$ cat src/rtl/seq_mul_32.sv
// seq_mul_32: 32x32->64 shift-add multiplier, one multiplier bit per cycle.
// Define SEQ_MUL_SIGNED_EN for two's complement operands (adds a FIXUP cycle).
`timescale 1ns/1ps
module seq_mul_32 (
  input  logic        clk,
  input  logic        rst_n,
  input  logic        start,
  input  logic [31:0] a,
  input  logic [31:0] b,
  output logic        busy,
  output logic        done,
  output logic [63:0] product
);

  typedef enum logic [1:0] {
    IDLE  = 2'd0,
    RUN   = 2'd1,
    FIXUP = 2'd2,
    DONE  = 2'd3
  } state_e;

  state_e      state_q, state_d;
  logic [31:0] mcand_q, mcand_d;
  logic [31:0] acc_hi_q, acc_hi_d;
  logic [31:0] acc_lo_q, acc_lo_d;
  logic [5:0]  cnt_q, cnt_d;

  logic [31:0] addend;
  logic [31:0] sum;
  logic        cout;
  logic [31:0] ld_a;
  logic [31:0] ld_b;

  // Same hookup as RCA_32_bit_comb: a=acc_hi, b=gated mcand, cin=0.
  assign addend      = mcand_q & {32{acc_lo_q[0]}};
  assign {cout, sum} = {1'b0, acc_hi_q} + {1'b0, addend};

`ifdef SEQ_MUL_SIGNED_EN
  logic neg_q, neg_d;
  logic [63:0] neg_prod;

  // |-2^31| wraps to 0x80000000, which is correct read as unsigned.
  assign ld_a     = a[31] ? (~a + 32'd1) : a;
  assign ld_b     = b[31] ? (~b + 32'd1) : b;
  assign neg_prod = ~{acc_hi_q, acc_lo_q} + 64'd1;
`else
  assign ld_a = a;
  assign ld_b = b;
`endif

  always_comb begin
    state_d  = state_q;
    mcand_d  = mcand_q;
    acc_hi_d = acc_hi_q;
    acc_lo_d = acc_lo_q;
    cnt_d    = cnt_q;
`ifdef SEQ_MUL_SIGNED_EN
    neg_d    = neg_q;
`endif
    unique case (state_q)
      IDLE: begin
        if (start) begin
          mcand_d  = ld_a;
          acc_lo_d = ld_b;
          acc_hi_d = '0;
          cnt_d    = '0;
`ifdef SEQ_MUL_SIGNED_EN
          neg_d    = a[31] ^ b[31];
`endif
          state_d  = RUN;
        end
      end
      RUN: begin
        {acc_hi_d, acc_lo_d} = {cout, sum, acc_lo_q[31:1]};
        cnt_d = cnt_q + 6'd1;
        if (cnt_q == 6'd31) begin
`ifdef SEQ_MUL_SIGNED_EN
          state_d = FIXUP;
`else
          state_d = DONE;
`endif
        end
      end
      FIXUP: begin
`ifdef SEQ_MUL_SIGNED_EN
        if (neg_q) {acc_hi_d, acc_lo_d} = neg_prod;
        state_d = DONE;
`else
        state_d = IDLE;
`endif
      end
      DONE: state_d = IDLE;
      default: state_d = IDLE;
    endcase
  end

  always_ff @(posedge clk or negedge rst_n) begin
    if (!rst_n) begin
      state_q  <= IDLE;
      mcand_q  <= '0;
      acc_hi_q <= '0;
      acc_lo_q <= '0;
      cnt_q    <= '0;
    end else begin
      state_q  <= state_d;
      mcand_q  <= mcand_d;
      acc_hi_q <= acc_hi_d;
      acc_lo_q <= acc_lo_d;
      cnt_q    <= cnt_d;
    end
  end

`ifdef SEQ_MUL_SIGNED_EN
  always_ff @(posedge clk or negedge rst_n) begin
    if (!rst_n) neg_q <= 1'b0;
    else        neg_q <= neg_d;
  end
`endif

  assign busy    = (state_q != IDLE);
  assign done    = (state_q == DONE);
  assign product = {acc_hi_q, acc_lo_q};

endmodule
$ cat config.mk
export PLATFORM = sky130hd
export DESIGN_NAME = seq_mul_32
export DESIGN_NICKNAME = d
export VERILOG_FILES = /design/src/rtl/seq_mul_32.sv
export SDC_FILE = /design/constraint.sdc
export NUM_CORES = 1
export LEC_CHECK = 0
export CAP_MARGIN = 10
export CELL_PAD_IN_SITES_DETAIL_PLACEMENT = 1
export CELL_PAD_IN_SITES_GLOBAL_PLACEMENT = 1
export CORE_MARGIN = 1.5
export CORE_UTILIZATION = 41
export CTS_BUF_LIST = sky130_fd_sc_hd__clkbuf_4 sky130_fd_sc_hd__clkbuf_8
export DETAILED_ROUTE_END_ITERATION = 6
export PLACE_DENSITY = 0.91
export SYNTH_ARGS = -nofsm -noshare
export SYNTH_HDL_FRONTEND = slang
export SYNTH_SLANG_ARGS = --single-unit
$ cat constraint.sdc
create_clock -name clk -period 3.8 [get_ports clk]
set_input_delay 0.76 -clock clk [delete_from_list [all_inputs] [get_ports clk]]
set_output_delay 0.76 -clock clk [all_outputs]
set_load 0.01 [all_outputs]
== After elaboration in Yosys (flattened, before gate mapping) ==
Cells that the tools add are included.

* Register bits after elaboration: 104
* Word-level logic and storage cells: 30

* Add/subtract/negate cells: 2
* Equal/unequal tests: 6
* Multiplexer cells: 9
* Bitwise operators: 1
* Reduce and logical (&&, ||, !) cells: 7

{| class="wikitable"
|+ Operator list
! kind !! count
|-
| $pmux W32 S2 || 2
|-
| $mux W32 || 2
|-
| $add A32 B32 Y33 || 1
|-
| $and A32 B32 Y32 || 1
|-
| $pmux W6 S2 || 1
|-
| $add A6 B1 Y6 const B || 1
|-
| $eq A6 B5 Y1 const B || 1
|-
| $mux W6 || 1
|-
| $pmux W2 S3 || 1
|-
| $reduce_and A2 Y1 || 3
|-
| $eq A2 B2 Y1 const B || 2
|-
| $mux W2 || 2
|-
| $ne A2 B2 Y1 const B || 2
|-
| $reduce_bool A2 Y1 || 2
|-
| $eq A2 B1 Y1 const B || 1
|-
| $logic_not A2 Y1 || 1
|-
| $reduce_or A2 Y1 || 1
|}

== Depth between registers and ports, before layout ==
* Word-level depth: 3
* Gate-level depth with buffers: 10
* Mapped depth without buffers: 10

== Least setup slack after synthesis ==
Ideal clock, no wire load.

* Path kind: register -> register
* Start: register acc_lo_q[0]
* End: register acc_hi_q[28]
* Setup time: 128 ps
* Arrival time: 2497 ps
* Required time: 3672 ps
* Setup slack: 1176 ps
* Cell stages (with the launch flop): 11
* Buffers on the path: 1
* Path through: dfrtp_1 > clkbuf_1 > nand2_1 > inv_1 > ha_1 > a211oi_2 > nor3_2 > o2111ai_2 > a21oi_2 > a2111oi_2 > mux2_1

* Cells in the longest elaborated chain, start to end: 3

{| class="wikitable"
|+ RTL lines
! item !! line !! text
|-
| from (decl) || 25 || <nowiki>logic [31:0] acc_lo_q, acc_lo_d;</nowiki>
|-
| from (signal assigned) || 108 || <nowiki>acc_lo_q <= acc_lo_d;</nowiki>
|-
| $and A32 B32 Y32 || 35 || <nowiki>assign addend = mcand_q & {32{acc_lo_q[0]}};</nowiki>
|-
| $add A32 B32 Y33 || 36 || <nowiki>assign {cout, sum} = {1'b0, acc_hi_q} + {1'b0, addend};</nowiki>
|-
| $pmux W32 S2 || 60 || <nowiki>unique case (state_q)</nowiki>
|-
| to (signal assigned) || 107 || <nowiki>acc_hi_q <= acc_hi_d;</nowiki>
|-
| to (decl) || 24 || <nowiki>logic [31:0] acc_hi_q, acc_hi_d;</nowiki>
|}

Every way passes these cells.
A chain may end at the register's enable or synchronous reset.

== Worst setup path in the final report ==
* Start: register acc_lo_q[0]
* End: register acc_hi_q[27]

The elaborated chain is that of the path after synthesis.

==> summary.json <==
{
  "clkSlewWorstSetupHoldPaths": {"value": 120, "unit": "ps"},
  "area_delta_synth_final": {"value": 26.3, "unit": "%"},
  "hold_fails_final_rpt": {"value": 0},
  "synth_area_leaders": {"value": "sky130_fd_sc_hd__dfrtp_1, sky130_fd_sc_hd__ha_1, sky130_fd_sc_hd__o21ai_0"},
  "place_congestion": {"value": 0.902},
  "finalCoreUtilization": {"value": 52.9, "unit": "%"},
  "num_rows": {"value": 45},
  "finalCriticalPeriod": {"value": 3290, "unit": "ps"},
  "cap_violations": {"value": 0},
  "hp_class": {"value": "in2async"},
  "cts_inserted_buffers": {"value": 9},
  "clk-insertion-delay-late": {"value": 410, "unit": "ps"},
  "total_number_of_vias": {"value": 5910},
  "number_of_hold_buffers_added_after_cts": {"value": 0},
  "drc": {"value": 0},
  "unrepaired_setup_endpoints_after_global_routing": {"value": "no"},
  "synthDominantCellAreaShare": {"value": 40.8, "unit": "%"},
  "timing.final.setup_violations": {"value": 0},
  "status": {"value": "finished, final reports clean"},
  "irDropWorstVdd": {"value": 325, "unit": "uV"},
  "critPathBufInv": {"value": 1},
  "synth_flop_cell": {"value": "sky130_fd_sc_hd__dfrtp_1"},
  "final-instance-count-excl-fill": {"value": 984},
  "timing.final.max_slew_violations": {"value": 0},
  "timing.critical_path.to_type": {"value": "register"},
  "synthTopCellsByCount": {"value": "sky130_fd_sc_hd__dfrtp_1, sky130_fd_sc_hd__nand2_1, sky130_fd_sc_hd__o21ai_0"},
  "post_synth_instance_area": {"value": 6370, "unit": "um^2"},
  "family_with_the_most_delay_on_the_worst_path": {"value": "simple AND/OR/NAND/NOR gates"},
  "critPathArrivalTime": {"value": 3630, "unit": "ps"},
  "die_area": {"value": 16300, "unit": "um^2"},
  "post-cts-setup-buffer-count": {"value": 0},
  "clock_tree.root_cell": {"value": "sky130_fd_sc_hd__clkbuf_8"},
  "cp_cell_sequence": {"value": "buf_4 > and2_1 > ha_1 > a21oi_1 > a21oi_1 > a311o_1 > or3_1 > or3_1 > nand3_1"},
  "post_detailed_route_via_to_cell_ratio": {"value": 6.01},
  "synth-seq-cells": {"value": 104},
  "timing.final.crit_share": {"value": 86.6, "unit": "%"},
  "hold_slack": {"value": 381, "unit": "ps"},
  "detail_route.wirelength": {"value": 20100, "unit": "um"},
  "detail-route-antenna-nets": {"value": 0},
  "timing.critical_path.slowest_stage_cell": {"value": "sky130_fd_sc_hd__dfrtp_1"},
  "start_util": {"value": 41.9, "unit": "%"},
  "synth_most_common_cell": {"value": "sky130_fd_sc_hd__dfrtp_1"},
  "timing.critical_path.required": {"value": 4140, "unit": "ps"},
  "timing.max_slew.rel_slack": {"value": 34.9, "unit": "%"},
  "critical-path-max-stage-delay": {"value": 840, "unit": "ps"},
  "initial_antenna_violation_count": {"value": 0},
  "synth.net_count": {"value": 778},
  "critical_path.startpoint_type": {"value": "register"},
  "setup.reg_to_reg.worst_slack": {"value": 510, "unit": "ps"},
  "power_density": {"value": 933, "unit": "nW/um^2"},
  "grt_start_max_net_pins": {"value": 59},
  "synth.yosys.warnings": {"value": 0},
  "design.final.nets": {"value": 892},
  "cts_tree": {"value": "done"},
  "grt_first_pass_wirelength": {"value": 32500, "unit": "um"},
  "worst_pin_slew": {"value": 966, "unit": "ps"},
  "placement.io_buffers": {"value": 132},
  "placement.cell_area": {"value": 7840, "unit": "um^2"},
  "die-height": {"value": 128, "unit": "um"},
  "place_inst": {"value": 968},
  "critPathKind": {"value": "reg2reg"},
  "max_freq": {"value": 304, "unit": "MHz"},
  "leakage": {"value": 3.30, "unit": "nW"},
  "design.core.area": {"value": 15200, "unit": "um^2"},
  "mean_routed_wirelength_per_cell": {"value": 20.5, "unit": "um"},
  "fin_total_pwr": {"value": 7.51, "unit": "mW"},
  "clk_path_buf_depth": {"value": 2},
  "ioPinCount": {"value": 133},
  "die_w": {"value": 128, "unit": "um"},
  "synthDominantAreaCellType": {"value": "sky130_fd_sc_hd__dfrtp_1"},
  "cts_num_sinks": {"value": 104},
  "finalSetupTns": {"value": 0, "unit": "ps"},
  "drt_iter0_markers": {"value": 367},
  "cp_max_fo": {"value": 23},
  "clock_skew": {"value": 24.6, "unit": "ps"},
  "grt_usage": {"value": 25.1, "unit": "%"},
  "synthCells": {"value": 677},
  "post-dp-hpwl": {"value": 14700, "unit": "um"},
  "global_route.overflow_total": {"value": 0},
  "h-tree-depth": {"value": 3},
  "final_layout_size_suffix_gt1_share": {"value": 10.2, "unit": "%"},
  "synth-seq-area-share": {"value": 40.8, "unit": "%"},
  "first_pass_iters": {"value": 5},
  "num_antenna_cells": {"value": 0},
  "cts.repair.resized": {"value": 0},
  "worst_slack_at_placement": {"value": 578, "unit": "ps"},
  "postLayoutSetupSlackWorst": {"value": 510, "unit": "ps"},
  "synth-async-reset-ratio": {"value": 100, "unit": "%"},
  "grt_pass1_vias": {"value": 6422},
  "post_route_design_area": {"value": 8040, "unit": "um^2"},
  "synth.avg_cell_area": {"value": 9.41, "unit": "um^2"},
  "number_of_enable_flip_flop_cells_after_synthesis": {"value": 0},
  "synth_cell_types": {"value": 72}
}
==> kinds of logic after synthesis <==
| group | after synthesis | share of synthesized area [%] |
|---|---|---|
| mux | 40 | 6.93 |
| flops | 104 | 40.8 |
| simple gates | 230 | 17.9 |
| compound gates | 211 | 22.5 |
| buf+inv | 47 | 3.46 |
| xor+xnor | 11 | 1.51 |
| fa+ha+maj | 34 | 6.80 |
==> routing by layer <==
layer | routed length (um) | vias up | share of wire (%) | global-route usage [%]
li1 | - | 2707 | - | -
met3 | 769 | 30 | 3.8 | 5.01
met2 | 10600 | 145 | 52 | 44.2
met4 | 344 | 0 | 1.7 | 9.05
met5 | 0 | - | 0 | 0
met1 | 8450 | 3028 | 42 | 30.6
==> area by class of cell <==
type	count	area, um^2
tap	188	235
inverter	9	33.8
clock inverter	7	83.8
sequential	104	2600
fill	1752	7160
timing repair buffer	141	1410
multi-input combinational	526	3550
clock buffer	9	124
==> registers in the layout, indices dropped and copies added (netlist names) <==
name,count
acc_hi_q,32
acc_lo_q,32
cnt_q,6
mcand_q,32
state_q,2
==> where the power goes <==
group	switching, mW	internal (mW)	total, mW	leakage (nW)
combinational	2.46	2.10	4.56	1.94
clock	0.459	0.321	0.779	0.108
sequential	0.485	1.68	2.16	1.25
==> cells in the final DEF, fill, tap and decap left out, types with 4 or more instances in the layout <==
cell and n:
sky130_fd_sc_hd__nor2_1 32, sky130_fd_sc_hd__xor2_1 5, sky130_fd_sc_hd__o21a_1 4, sky130_fd_sc_hd__dfrtp_1 104, sky130_fd_sc_hd__buf_4 8, sky130_fd_sc_hd__o31ai_1 5
sky130_fd_sc_hd__nand2_1 91, sky130_fd_sc_hd__clkdlybuf4s50_1 131, sky130_fd_sc_hd__ha_1 33, sky130_fd_sc_hd__nand4_1 10, sky130_fd_sc_hd__a32o_1 4, sky130_fd_sc_hd__o21ai_0 73
sky130_fd_sc_hd__or3_1 11, sky130_fd_sc_hd__a211o_1 6, sky130_fd_sc_hd__or4_1 4, sky130_fd_sc_hd__inv_1 9, sky130_fd_sc_hd__nor3_1 7, sky130_fd_sc_hd__and2_1 34
sky130_fd_sc_hd__mux2_2 32, sky130_fd_sc_hd__a21oi_1 34, sky130_fd_sc_hd__clkbuf_8 9, sky130_fd_sc_hd__mux2i_1 7, sky130_fd_sc_hd__xnor2_1 6, sky130_fd_sc_hd__a22oi_1 37
sky130_fd_sc_hd__nand3_1 16
==> final timing paths <==
kind                             start  depth (start not counted)           end
hold / removal                   rst_n                          1  acc_hi_q[29]
setup / recovery           acc_lo_q[0]                          9  acc_hi_q[27]
setup reg to reg           acc_lo_q[0]                          9  acc_hi_q[27]
hold reg to reg               cnt_q[5]                          1    state_q[1]
max in group asynchronous        rst_n                          2   acc_lo_q[5]
min in group clk              cnt_q[5]                          1    state_q[1]
==> worst reg2reg max path: stages (launching register included) <==
cell                      delay [ps]
sky130_fd_sc_hd__dfrtp_1         840
sky130_fd_sc_hd__buf_4           300
sky130_fd_sc_hd__and2_1          160
sky130_fd_sc_hd__ha_1            300
sky130_fd_sc_hd__a21oi_1         320
sky130_fd_sc_hd__a21oi_1         120
sky130_fd_sc_hd__a311o_1         390
sky130_fd_sc_hd__or3_1           340
sky130_fd_sc_hd__or3_1           370
sky130_fd_sc_hd__nand3_1         100
(Power assumes the default switching activity.)
